[config.mk]
export PLATFORM = sky130hd
export DESIGN_NAME = infer_ctrl
export DESIGN_NICKNAME = d
export VERILOG_FILES = /design/src/rtl/infer_ctrl.sv
export SDC_FILE = /design/constraint.sdc
export NUM_CORES = 1
export LEC_CHECK = 0
export BUFFER_PORTS_ARGS = -buffer_cell sky130_fd_sc_hd__buf_4
export CAP_MARGIN = 15
export CORE_MARGIN = 1.5
export CORE_UTILIZATION = 54
export DETAILED_ROUTE_END_ITERATION = 12
export PLACE_DENSITY = 0.76
export SYNTH_ARGS = -nofsm -noshare
export SYNTH_HDL_FRONTEND = slang
export SYNTH_SLANG_ARGS = --single-unit
[constraint.sdc]
create_clock -name clk -period 2.1 [get_ports clk]
set_input_delay 0.105 -clock clk [delete_from_list [all_inputs] [get_ports clk]]
set_output_delay 0.105 -clock clk [all_outputs]
set_load 0.01 [all_outputs]
[src/rtl/infer_ctrl.sv]
// Inference run sequencer: debounced key / external request -> settle delay -> CNN start,
// then wait for done under a timeout, latch and compare the class, hold the match LED.
module infer_ctrl #(
    parameter int DEBOUNCE    = 1000,
    parameter int START_DELAY = 1000,
    parameter int TIMEOUT     = 16777215,
    parameter int LED_HOLD    = 2500000
) (
    input  logic        clk,
    input  logic        rst,
    input  logic        key_n,
    input  logic        ext_start,
    input  logic [3:0]  expected,
    input  logic        cnn_done,
    input  logic [3:0]  cnn_result,
    output logic        cnn_start,
    output logic        busy,
    output logic [3:0]  result,
    output logic        result_valid,
    output logic        match_led,
    output logic        timeout_err,
    output logic [15:0] run_count
);

    localparam int DBW = (DEBOUNCE    > 1) ? $clog2(DEBOUNCE)    : 1;
    localparam int SDW = (START_DELAY > 1) ? $clog2(START_DELAY) : 1;
    localparam int TOW = (TIMEOUT     > 1) ? $clog2(TIMEOUT)     : 1;
    localparam int LHW = (LED_HOLD    > 1) ? $clog2(LED_HOLD)    : 1;

    localparam logic [DBW-1:0] DB_LAST = DBW'(DEBOUNCE - 1);
    localparam logic [SDW-1:0] SD_LAST = SDW'(START_DELAY - 1);
    localparam logic [TOW-1:0] TO_LAST = TOW'(TIMEOUT - 1);
    localparam logic [LHW-1:0] LH_LAST = LHW'(LED_HOLD - 1);

    typedef enum logic [2:0] {IDLE, ARM, START, WAIT, SHOW} state_t;

    state_t         state;
    logic           key_s1, key_s2;
    logic           db_pressed;
    logic [DBW-1:0] db_cnt;
    logic [SDW-1:0] dly_cnt;
    logic [TOW-1:0] to_cnt;
    logic [LHW-1:0] hold_cnt;
    logic           req_q;
    logic           key_press;

    // The debouncer counts samples that disagree with its current state; any agreeing
    // sample restarts the count, so only an unbroken run of DEBOUNCE cycles flips it.
    assign key_press = !db_pressed && !key_s2 && (db_cnt == DB_LAST);

    always_ff @(posedge clk) begin
        if (rst) begin
            key_s1     <= 1'b1;
            key_s2     <= 1'b1;
            db_pressed <= 1'b0;
            db_cnt     <= '0;
        end else begin
            key_s1 <= key_n;
            key_s2 <= key_s1;
            if (key_s2 == db_pressed) begin
                if (db_cnt == DB_LAST) begin
                    db_pressed <= ~db_pressed;
                    db_cnt     <= '0;
                end else begin
                    db_cnt <= db_cnt + DBW'(1);
                end
            end else begin
                db_cnt <= '0;
            end
        end
    end

    always_ff @(posedge clk) begin
        if (rst) begin
            state        <= IDLE;
            req_q        <= 1'b0;
            dly_cnt      <= '0;
            to_cnt       <= '0;
            hold_cnt     <= '0;
            cnn_start    <= 1'b0;
            busy         <= 1'b0;
            result       <= 4'd0;
            result_valid <= 1'b0;
            match_led    <= 1'b1;
            timeout_err  <= 1'b0;
            run_count    <= 16'd0;
        end else begin
            cnn_start    <= 1'b0;
            result_valid <= 1'b0;
            // Requests are only captured while idle, so anything arriving mid-run is dropped.
            req_q        <= (key_press || ext_start) && (state == IDLE);
            case (state)
                IDLE: begin
                    if (req_q) begin
                        state       <= ARM;
                        busy        <= 1'b1;
                        dly_cnt     <= '0;
                        timeout_err <= 1'b0;
                    end
                end
                ARM: begin
                    if (dly_cnt == SD_LAST) begin
                        state     <= START;
                        cnn_start <= 1'b1;
                    end else begin
                        dly_cnt <= dly_cnt + SDW'(1);
                    end
                end
                START: begin
                    state  <= WAIT;
                    to_cnt <= '0;
                end
                WAIT: begin
                    if (cnn_done) begin
                        result       <= cnn_result;
                        result_valid <= 1'b1;
                        match_led    <= (cnn_result == expected) ? 1'b0 : 1'b1;
                        run_count    <= run_count + 16'd1;
                        hold_cnt     <= '0;
                        state        <= SHOW;
                    end else if (to_cnt == TO_LAST) begin
                        timeout_err <= 1'b1;
                        busy        <= 1'b0;
                        state       <= IDLE;
                    end else begin
                        to_cnt <= to_cnt + TOW'(1);
                    end
                end
                SHOW: begin
                    if (hold_cnt == LH_LAST) begin
                        match_led <= 1'b1;
                        busy      <= 1'b0;
                        state     <= IDLE;
                    end else begin
                        hold_cnt <= hold_cnt + LHW'(1);
                    end
                end
                default: begin
                    state <= IDLE;
                    busy  <= 1'b0;
                end
            endcase
        end
    end

endmodule
### After elaboration in Yosys (flattened, before gate mapping)

Index checks and enable logic that the tools add are counted.

| cells by class | value |
|---|---|
| add/subtract/negate cells | 5 |
| equality and inequality tests | 20 |
| mux-type cells | 30 |
| bitwise gates (word level) | 5 |
| reductions and logical operators | 24 |

Operator list:

| kind | number |
|---|---|
| $mux 24 | 2 |
| $pmux 24 s2 | 1 |
| $mux 22 | 2 |
| $pmux 22 s2 | 1 |
| $add 24x1->24 const B | 1 |
| $eq 24x24->1 const B | 1 |
| $add 22x1->22 const B | 1 |
| $eq 22x22->1 const B | 1 |
| $add 10x1->10 const B | 2 |
| $eq 10x10->1 const B | 2 |
| $mux 10 | 2 |
| $pmux 10 s2 | 1 |
| $ne 2x2->1 const B | 9 |
| $add 16x1->16 const B | 1 |
| $mux 3 | 5 |
| $pmux 3 s5 | 1 |
| $mux 1 | 12 |
| $reduce_and 3->1 | 4 |
| $reduce_and 4->1 | 2 |
| $reduce_bool 2->1 | 4 |
| $eq 3x2->1 const B | 2 |
| $reduce_or 2->1 | 3 |
| $not 1->1 | 5 |
| $reduce_and 5->1 | 1 |
| other kinds (13) | 18 |

| word-level totals | value |
|---|---|
| register bits after elaboration | 98 |
| input port bits | 13 |
| output and inout bits | 25 |
| logic and storage cells | 100 |

### Depth between registers and ports, before layout

Gate-level depths: netlist (run 1).

| logic depth | value |
|---|---|
| depth in word-level cells | 5 |
| depth in mapped cells | 9 |

### Worst setup path before layout (run 1)

No wires, ideal clock.

| timing path | value |
|---|---|
| path type | reg-to-reg |
| from | register to_cnt[0] |
| to | register to_cnt[9] |
| setup time | 0.062 ns |
| arrival time | 2.047 ns |
| required time | 2.038 ns |
| path slack | -0.009 ns |
| stages on the path, launching flop included | 9 |
| buffers on the path | 1 |
| period minus slack after synthesis | 2.109 ns |
| cells stage by stage | dfxtp_1 > inv_1 > ha_1 > nand4_1 > or4_1 > clkbuf_1 > o21ai_0 > or4b_2 > nand3_1 |

| between the ends | value |
|---|---|
| word-level cells in the longest chain between the ends | 4 |

RTL lines:

| what | line | source |
|---|---|---|
| from (decl) | 42 | `logic [TOW-1:0] to_cnt;` |
| from (signal assigned) | 126 | `to_cnt <= to_cnt + TOW'(1);` |
| $add 24x1->24 | 126 |  |
| $mux 24 | 121 | `end else if (to_cnt == TO_LAST) begin` |
| $mux 24 | 114 | `if (cnn_done) begin` |
| $pmux 24 s2 | 92 | `case (state)` |

Several ways; a longest one is shown, not always the timed one. The select of a mux whose other input is x is not followed.
A chain may end at the register's enable or synchronous reset.

### Final worst setup path (run 1)

| timing path | value |
|---|---|
| from | register state[0] |
| to | register to_cnt[9] |

| between the ends | value |
|---|---|
| word-level cells in the longest chain between the ends | 3 |

RTL lines:

| what | line | source |
|---|---|---|
| from (decl) | 37 | `state_t state;` |
| from (signal assigned) | 75 | `state <= IDLE;` |
| from (signal assigned) | 95 | `state <= ARM;` |
| from (signal assigned) | 103 | `state <= START;` |
| $eq 3x2->1 | 92 |  |
| $ne 2x2->1 (no source line) / $reduce_bool 2->1 (equally long branches) | n/a |  |
| $reduce_and 3->1 (no source line) | n/a |  |

Several ways; a longest one is shown, not always the timed one.

==> flow_summary_export.csv, run 1 <==
group,metric,value,unit
run_status,status,"finished clean",
placed_design,io_buffers,37,
floorplanning,start_util,55.7,%
synth,synth-main-ff-cell,"dfxtp_1",
grt,grt_max_degree,33,
job,cap_viol_max_count,0,
pwr,ir_worst_vdd,0.348,mV
timing,period_needed,2.03,ns
route,drt_wl_total,11800,µm
synth,synth-adder-area-share,1.80,%
grt,grt_pass1_vias,4502,
critical_path,crit_required,2.42,ns
route,drtPass1Iterations,5,
grt,grt_use_total,25.2,%
finish,final_layout_size_suffix_gt1_share,21.2,%
floorplanning,rows,34,
finish,fin_cells,784,
synth,muxShareOfSynthArea,0.412,%
floorplanning,coreArea,0.00872,mm²
timing,hold_viol_final,0,
finish,fillers,724,
timing,setup_viol,0,
synth,async_reset_ff_share,0,%
grt,grt_pass1_wl,20500,µm
clock_tree,cts.clk_slew.worst_paths,0.10,ns
critical_path,cp.arrival,2.34,ns
synth,ys_ff_latch,98,
grt,grt.busiest_layer,"met2",
timing,period_share,96.5,%
grt,use_met3,3.94,%
synth,synthSimpleGateAreaFrac,27.4,%
route,wl_per_cell,15.0,µm
synth,synth_area,0.00486,mm²
critical_path,reg2regPathDepth,6,
route,vias,4721,
synth,synth_warnings,0,
floorplanning,dieArea,0.00958,mm²
critical_path,critPathLaunchType,"flop",
synth,synth_cells,587,
finish,layout_common_cells,"buf_4 (94), dfxtp_1 (93), nor2_1 (62)",
floorplanning,fp.dieH,97.9,µm
hold_path,hold-path-cell-count,3,
clock_tree,cts_max_level,3,
critical_path,r2r_end,"to_cnt[9]$_SDFFE_PP0P_",
floorplanning,ios,38,
synth,synth_compound_area_share,20.6,%
synth,synthXorXnorAreaFrac,5.77,%
clock_tree,cts-root-buf,"clkbuf_8",
critical_path,critPathKind,"reg2reg",
timing,slew_headroom,59.2,%
finish,final_common_cell,"buf_4",
critical_path,r2r_setup_slack,0.07,ns
critical_path,end_kind,"flop",
finish,diodes,0,
clock_tree,cts_tree,"done",
pwr,power.density,546,mW/mm²
grt,use_met2,43.6,%
synth,ys_types,66,
critical_path,reg2reg_from,"state[0]$_SDFFE_PP0P_",
timing,finalClockSkew,0.0128,ns
route,remaining_drc_errors,0,
hold_path,min_to,"req_q$_SDFF_PP0_",
grt,use_met1,32.3,%
synth,syn_nets,607,
floorplanning,fp.dieW,97.9,µm
placed_design,place.gp.congestion,0.871,
finish,final_nets,691,
timing,rsz0062_at_grt,"true",
clock_tree,cts_sinks,98,
hold_path,min_path_type,"in2reg",
route,detail-route-antenna-nets,0,
synth,synth_edf_count,0,
clock_tree,numCtsBuffers,9,
grt,grt_antenna_before_repair,0,
timing,worst_pin_slew,0.606,ns
route,via_per_inst,6.02,
hold_path,worstHoldStart,"ext_start",
synth,ys_seq_area_share,40.4,%
timing,clock.fmax,0.494,GHz
critical_path,critPathMaxFanout,12,
placed_design,placed_cells,761,
clock_tree,insertion_delay,0.37,ns
route,drtIter0Drc,301,
critical_path,cp-startpoint,"state[0]$_SDFFE_PP0P_",
timing,report.final.slew_viol_count,0,
synth,avgSynthCellArea,8.28,µm²
grt,grt-ovfl-total,0,
pwr,power,3230,µW
clock_tree,clk_path_buf_depth,2,
pwr,leakagePower,0.00211,µW
synth,synth_top_family_by_area,"simple AND/OR/NAND/NOR gates",
finish,areaGrowthSynthToFinish,21.9,%
placed_design,dp_hpwl,8460,µm
[critical path, stage by stage, from the launching register on]
cell	delay [ns]
dfxtp_1	0.41
buf_4	0.21
nand3b_1	0.26
nor3_2	0.22
buf_4	0.18
or4b_2	0.59
nand3_1	0.10
[area by class of cell]
class | instances | area, µm² | area share [%]
Clock buffer | 9 | 124 | 2.09
Timing Repair Buffer | 101 | 786 | 13.3
Inverter | 17 | 63.8 | 1.08
Multi-Input combinational cell | 444 | 2780 | 47.0
Tap cell | 108 | 135 | 2.28
Clock inverter | 7 | 58.8 | 0.993
Sequential cell | 98 | 1970 | 33.3
[sequential cells by signal, summed over array words and instances, names as in the netlist]
register      cells
result_valid      1
db_pressed        1
db_cnt           10
run_count        16
busy              1
to_cnt           24
key_s1            1
result            4
cnn_start         1
req_q             1
key_s2            1
state             3
hold_cnt         22
timeout_err       1
dly_cnt          10
match_led         1
[worst max path at each step]
stage / to / slack (ns) / cells past startpoint
after floorplan: to_cnt[16]$_SDFFE_PP0P_ / 0.08 / 7
after global placement: to_cnt[9]$_SDFFE_PP0P_ / -0.0005 / 8
after detailed placement: to_cnt[9]$_SDFFE_PP0P_ / -0.1 / 8
after CTS: to_cnt[14]$_SDFFE_PP0P_ / 0.03 / 6
after global routing: to_cnt[9]$_SDFFE_PP0P_ / -0.04 / 6
final: to_cnt[9]$_SDFFE_PP0P_ / 0.07 / 6
[cell families after synthesis]
group / after synthesis
and+or+nand+nor: 251
DFF: 98
AOI/OAI and AO/OA: 152
xor gates and xnor gates: 32
adders and majority gates: 7
buffers and inverters: 45
muxes: 2
[cells in the mapped netlist (10+ instances only)]
cell	n	share of area, %
xnor2_1	19	3.4
nand2_1	45	3.5
a21oi_1	44	4.5
clkbuf_1	18	1.4
o211ai_1	14	2.2
inv_1	16	1.2
a31oi_1	10	1.3
and3_1	10	1.3
o31ai_1	14	2.2
xor2_1	13	2.3
nor3_1	14	1.4
nand4_1	14	1.8
o21ai_0	28	2.9
nor2_1	63	4.9
nand3_1	30	3.1
or3_1	18	2.3
dfxtp_1	98	40
[metrics by stage]
stage                     hold slack, ns  setup slack [ns]    TNS, ns  utilization, %  area [µm²]
after floorplan                    0.209            0.0783          0               -        4860
after global placement             0.295         -0.000516  -0.000516            64.2        5600
final                              0.113            0.0743          0            67.9        5920
after global routing               0.122           -0.0432    -0.0865            67.9        5920
after CTS                          0.106            0.0333          0            67.1        5850
after detailed placement           0.295           -0.0959     -0.236            64.2        5600
[metal layers]
layer / part of all wire (%) / routed length, µm
met1: 44 / 5220
met4: 1.5 / 172
met5: 0 / 0
met3: 5.1 / 602
met2: 49 / 5800
[power breakdown]
part	internal, µW	switching, µW	leakage [µW]
Combinational	81.7	109	0.00122
Sequential	1870	11.2	0.000793
Clock	450	715	0.0000921
[timing repair]
item | in CTS | in global routing
hold buffers | 6 | 0
endpoints found under the hold margin | 8 | 0
setup buffers | 0 | 1
setup endpoints to repair | 11 | 27
resized for setup | 3 | 18
pin swaps | 0 | 1
Power figures use the tool's default switching activity.
==> run 2, diff against run 1 <==
--- a/config.mk
+++ b/config.mk
@@ -9,6 +9,8 @@
 export CAP_MARGIN = 15
+export CELL_PAD_IN_SITES_DETAIL_PLACEMENT = 0
+export CELL_PAD_IN_SITES_GLOBAL_PLACEMENT = 1
 export CORE_MARGIN = 1.5
-export CORE_UTILIZATION = 54
+export CORE_UTILIZATION = 41
 export DETAILED_ROUTE_END_ITERATION = 12
-export PLACE_DENSITY = 0.76
+export PLACE_DENSITY_LB_ADDON = 0.1
 export SYNTH_ARGS = -nofsm -noshare
==> constraint.sdc (replaced) <==
create_clock -name clk -period 2.1 [get_ports clk]
set_input_delay 0.42 -clock clk [delete_from_list [all_inputs] [get_ports clk]]
set_output_delay 0.42 -clock clk [all_outputs]
set_load 0.01 [all_outputs]
==> run 2 against run 1 <==
  * Clock skew decreased by 0.0060 ns
  * Global-route usage decreased by 4.1 points
  * Count of clock-buffer cells in the layout increased by 3
  * Sequential cell count unchanged
  * Largest power group unchanged
==> flow_summary_export.csv, run 2 (synthesized netlist as in run 1, its figures left out) <==
group,metric,value,unit
run_status,status,"finished clean",
clock_tree,cts_hold_buf,0,
finish,final_common_cell,"dfxtp_1",
placed_design,place.gp.congestion,0.814,
route,drtPass1Iterations,4,
route,via_per_inst,5.67,
critical_path,critPathLaunchType,"flop",
finish,diodes,0,
finish,final_layout_size_suffix_gt1_share,20.9,%
route,drtIter0Drc,239,
placed_design,io_buffers,37,
route,detail-route-antenna-nets,0,
finish,layout_common_cells,"dfxtp_1 (95), buf_4 (94), nor2_1 (62)",
finish,fillers,1110,
grt,grt-ovfl-total,0,
floorplanning,dieArea,0.0125,mm²
finish,multi_input_area,0.00277,mm²
finish,final_nets,685,
critical_path,critPathMaxFanout,18,
grt,grt_max_degree,30,
pwr,leakagePower,0.00213,µW
pwr,ir_worst_vdd,0.668,mV
finish,top_register,"to_cnt",
grt,grt_antenna_before_repair,0,
placed_design,dp_hpwl,8980,µm
clock_tree,cts-root-buf,"clkbuf_16",
clock_tree,cts.clk_slew.worst_paths,0.07,ns
grt,grt_pass1_wl,21400,µm
clock_tree,numCtsBuffers,9,
clock_tree,cts_sinks,98,
route,drt_wl_total,12700,µm
clock_tree,clk_path_buf_depth,2,
floorplanning,rows,39,
floorplanning,ios,38,
timing,worst_pin_slew,0.596,ns
timing,report.final.slew_viol_count,0,
hold_path,min_path_type,"in2reg",
route,remaining_drc_errors,0,
finish,utilization,52.2,%
timing,hold_viol_final,0,
timing,setup_slack,0.0677,ns
placed_design,pre_cts_slack,-0.00148,ns
clock_tree,insertion_delay,0.35,ns
timing,setup_viol,0,
job,cap_viol_max_count,0,
finish,areaGrowthSynthToFinish,23.1,%
floorplanning,fp.dieW,112,µm
clock_tree,cts_max_level,3,
floorplanning,coreArea,0.0115,mm²
grt,grt_pass1_vias,4501,
finish,reg_top3,"to_cnt x24, hold_cnt x22, run_count x16",
timing,period_needed,2.03,ns
finish,regArea,0.00197,mm²
timing,clock.fmax,0.492,GHz
timing,finalClockSkew,0.00675,ns
critical_path,r2r_setup_slack,0.07,ns
route,vias,4610,
timing,period_share,96.8,%
timing,slew_headroom,59.9,%
critical_path,cp.arrival,2.33,ns
floorplanning,start_util,42.4,%
critical_path,critPathKind,"reg2reg",
clock_tree,cts_setup_buffers,0,
route,wl_per_cell,15.6,µm
clock_tree,cts_tree,"done",
critical_path,end_kind,"flop",
grt,grt_use_total,21.1,%
finish,largest_reg_flops,24,
critical_path,crit_required,2.40,ns
pwr,power.density,606,mW/mm²
floorplanning,fp.dieH,112,µm
run 2: what timing repair did:
item                                    in CTS  in global routing
endpoints found under the setup margin       5                 30
pin swaps                                    0                  1
gates resized for setup                      1                 15
run 2: path summary, 6_finish.rpt:
kind,to,from,cells after the start
worst max-delay path,to_cnt[19]$_SDFFE_PP0P_,to_cnt[7]$_SDFFE_PP0P_,6
worst min-delay path,key_s1$_SDFF_PP1_,key_n,2
worst max register to register,to_cnt[19]$_SDFFE_PP0P_,to_cnt[7]$_SDFFE_PP0P_,6
worst min register to register,key_s2$_SDFF_PP1_,key_s1$_SDFF_PP1_,1
run 2: final cells by class:
class | count | area share, %
clock inverters | 4 | 0.460
inverters | 17 | 1.07
clock buffers | 12 | 4.12
repair buffers | 95 | 12.1
well taps | 143 | 2.99
multi-input cells | 444 | 46.4
flip-flops and latches | 98 | 32.9
run 2: worst max-delay path, cell delays in order, from the launching register on:
cell     delay, ns
dfxtp_2       0.35
nand4_2       0.12
or4_4         0.57
buf_12        0.17
or4_1         0.49
a21oi_1       0.17
a21o_1        0.10
run 2: metal layers:
layer	global-route usage, %	vias to the layer above	part of all wire [%]
li1	-	2325	-
met1	27.1	2205	47
met2	35.0	69	48
met3	5.01	11	3.5
met4	6.84	0	1.5
met5	0	-	0
run 2: power breakdown:
group / switching, µW / total [µW] / internal [µW]
logic: 105 / 178 / 73.2
registers: 14.7 / 1890 / 1870
clock network: 722 / 1560 / 837
total: 842 / 3620 / 2780
run 2: per-stage QoR:
| stage | std cells | power [µW] | instance area, µm² | hold WS (ns) | TNS, ns |
|---|---|---|---|---|---|
| global placement | 797 | 2100 | 5650 | 0.395 | 0 |
| detailed placement | 797 | 2100 | 5650 | 0.401 | -0.00148 |
| CTS | 813 | 3680 | 5930 | 0.246 | 0 |
| floorplan | 587 | 2020 | 4860 | 0.389 | 0 |
| global route | 813 | 3750 | 5980 | 0.255 | -0.0111 |
| finish | 813 | 3620 | 5980 | 0.260 | 0 |
==> run 3, diff against run 2 <==
ABC_AREA = 1   (was unset)
CORE_UTILIZATION = 39   (was 41)
==> run 3 against run 2 <==
  * Via count up 18%
  * Clock power is 11% higher
  * Setup slack better by 0.19 ns
  * Routed wire length up 10%
  * Count of clock-buffer cells in the layout decreased by 3
  * Register-to-register slack gained 0.19 ns
  * Die area increased by 17%
  * Critical path type unchanged
==> flow_summary_export.csv, run 3 <==
group,metric,value,unit
run_status,status,"finished clean",
synth,synth_area_leaders,"dfxtp_1 (36%), nand2_1 (15%), nor2_1 (8.8%), inv_1 (7.1%), nand3_1 (6.0%)",
hold_path,min_to,"key_s1$_SDFF_PP1_",
floorplanning,ios,38,
clock_tree,cts_hold_buf,0,
synth,yosysMostFrequentCell,"nand2_1",
clock_tree,cts_max_level,3,
finish,areaGrowthSynthToFinish,15.7,%
synth,ys_types,38,
hold_path,hold-path-cell-count,2,
critical_path,critPathKind,"reg2reg",
pwr,power.internal,3230,µW
grt,grt_antenna_before_repair,0,
critical_path,critPathMaxFanout,10,
synth,ys_seq_area_share,36.0,%
timing,whs,0.249,ns
grt,grt_use_total,20.1,%
critical_path,critPathBufInv,1,
route,remaining_drc_errors,0,
finish,utilization,45.8,%
timing,worst_pin_slew,0.471,ns
grt,grt-ovfl-total,0,
pwr,p_sw,1560,µW
critical_path,path_depth,9,
synth,synth_top_cell_area_share,36.0,%
finish,largest_reg_flops,24,
clock_tree,cts_resized,0,
clock_tree,cts_tree,"done",
grt,grt_pass1_vias,5021,
critical_path,end_kind,"flop",
timing,setup_viol,0,
clock_tree,cts-root-buf,"clkbuf_16",
floorplanning,fp.dieH,121,µm
critical_path,crit_required,2.33,ns
floorplanning,dieArea,0.0147,mm²
critical_path,slowest_delay,0.34,ns
finish,layout_common_cells,"nand2_1 (217), nor2_1 (128), inv_1 (103)",
critical_path,reg2reg_from,"hold_cnt[0]$_SDFFE_PP0P_",
finish,final_common_cell,"nand2_1",
pwr,leakagePower,0.00257,µW
finish,reg_top3,"to_cnt x24, hold_cnt x22, run_count x16",
grt,grt_pass1_wl,23700,µm
synth,synth-main-ff-cell,"dfxtp_1",
synth,synth_cells,856,
critical_path,critPathLaunchType,"flop",
synth,async_reset_ff_share,0,%
finish,diodes,0,
timing,period_share,87.6,%
critical_path,path_cells,"ha_1 > nand3_1 > nor2_1 > nand3_1 > nand2_1 > nand2_1 > clkinv_1 > a21oi_1 > nor2_1",
route,drt_wl_total,14000,µm
synth,syn_nets,876,
floorplanning,start_util,39.6,%
route,wl_per_cell,12.8,µm
finish,final_nets,923,
clock_tree,insertion_delay,0.35,ns
critical_path,r2r_end,"hold_cnt[1]$_SDFFE_PP0P_",
timing,report.final.slew_viol_count,0,
placed_design,place.gp.congestion,0.852,
pwr,swShare,32.6,%
synth,synth_common_cells,"nand2_1 (217), nor2_1 (128), inv_1 (103)",
placed_design,pre_cts_slack,0.229,ns
clock_tree,cts_sinks,98,
synth,synth_edf_count,0,
critical_path,reg2regPathDepth,9,
critical_path,critPathTopFamily,"simple AND/OR/NAND/NOR gates",
route,drtPass1Iterations,5,
synth,synth_warnings,0,
finish,final_layout_size_suffix_gt1_share,10.7,%
critical_path,r2r_setup_slack,0.26,ns
timing,finalClockSkew,0.0112,ns
critical_path,crit_slowest_cell,"dfxtp_1",
pwr,power.share.clock,36.2,%
floorplanning,fp.dieW,121,µm
hold_path,worstHoldStart,"key_n",
synth,synth_top_area_cell,"dfxtp_1",
route,drtIter0Drc,316,
floorplanning,rows,43,
clock_tree,numCtsBuffers,9,
timing,setup-tns-final,0,ns
grt,grt_max_degree,40,
floorplanning,coreArea,0.0138,mm²
route,vias,5417,
timing,period_needed,1.84,ns
route,via_per_inst,4.98,
placed_design,io_buffers,37,
hold_path,min_path_type,"in2reg",
route,detail-route-antenna-nets,0,
timing,hold_viol_final,0,
timing,clock.fmax,0.544,GHz
finish,top_register,"to_cnt",
pwr,combPwrFrac,21.2,%
placed_design,dp_hpwl,10300,µm
timing,slew_headroom,68.3,%
synth,ys_ff_latch,98,
pwr,power.density,759,mW/mm²
synth,synth_area,0.00545,mm²
critical_path,cp.arrival,2.07,ns
timing,rsz0062_at_grt,"false",
clock_tree,cts.clk_slew.worst_paths,0.07,ns
synth,avgSynthCellArea,6.37,µm²
timing,setup_slack,0.261,ns
job,cap_viol_max_count,0,
clock_tree,clk_path_buf_depth,2,
pwr,power_frac_seq,42.7,%
pwr,power,4790,µW
clock_tree,cts_setup_buffers,0,
pwr,ir_worst_vdd,0.501,mV
## run 3: cell count changes after synthesis, moves of 9 or more
cell	before	now
o31ai_1	14	0
a21oi_1	44	62
or3_1	18	0
or4_1	9	0
inv_1	16	103
o21ai_0	28	42
nand4_1	14	25
o211ai_1	14	2
clkbuf_1	18	7
nor2_1	63	128
nand3_1	30	65
nor3_1	14	23
nand2_1	45	217
xnor2_1	19	6
## run 3: metal layers
layer	wire, µm	part of all wire (%)	up-vias	GRT usage, %
met5	0	0	-	0
met4	82	0.59	0	4.93
met3	448	3.2	6	4.56
met2	6730	48	82	34.9
met1	6710	48	2492	25.3
li1	-	-	2837	-
## run 3: how the worst max path moves through the flow
| stage | from | end | slack, ns |
|---|---|---|---|
| floorplan | to_cnt[0]$_SDFFE_PP0P_ | to_cnt[0]$_SDFFE_PP0P_ | 0.65 |
| global placement | hold_cnt[0]$_SDFFE_PP0P_ | hold_cnt[1]$_SDFFE_PP0P_ | 0.26 |
| detailed placement | hold_cnt[0]$_SDFFE_PP0P_ | hold_cnt[1]$_SDFFE_PP0P_ | 0.23 |
| CTS | hold_cnt[0]$_SDFFE_PP0P_ | hold_cnt[1]$_SDFFE_PP0P_ | 0.22 |
| global route | hold_cnt[0]$_SDFFE_PP0P_ | hold_cnt[1]$_SDFFE_PP0P_ | 0.02 |
| finish | hold_cnt[0]$_SDFFE_PP0P_ | hold_cnt[1]$_SDFFE_PP0P_ | 0.26 |
## run 3: stage by stage
stage	cell area (µm²)	std cells
6_report	6310	1088
2_1_floorplan	5450	856
4_1_cts	6310	1088
5_1_grt	6310	1088
3_3_place_gp	6000	1072
3_5_place_dp	6000	1072
## run 3: cell type report
cell class,instances,area (µm²)
Fill cell,1502,7460
Multi-Input combinational cell,631,2990
Sequential cell,98,1960
Timing Repair Buffer,54,418
Inverter,109,409
Clock buffer,9,225
Tap cell,180,225
Clock inverter,7,85.1
## run 3: power groups by stage
| stage | clock [µW] | sequential (µW) | combinational, µW |
|---|---|---|---|
| 2_1_floorplan | 0 | 2080 | 717 |
| 3_3_place_gp | 0 | 2080 | 1010 |
| 3_5_place_dp | 0 | 2090 | 1020 |
| 4_1_cts | 1790 | 2040 | 1030 |
| 5_1_grt | 1880 | 2060 | 1150 |
| 6_report | 1730 | 2040 | 1010 |
## run 3: cells by family after synthesis
kind of cell / Yosys count / synth area share (%)
and+or+nand+nor: 493 / 39.6
buffers and inverters: 127 / 9.25
AOI/OAI and AO/OA: 115 / 11.0
DFF: 98 / 36.0
xor gates and xnor gates: 16 / 2.57
adders and majority gates: 7 / 1.61
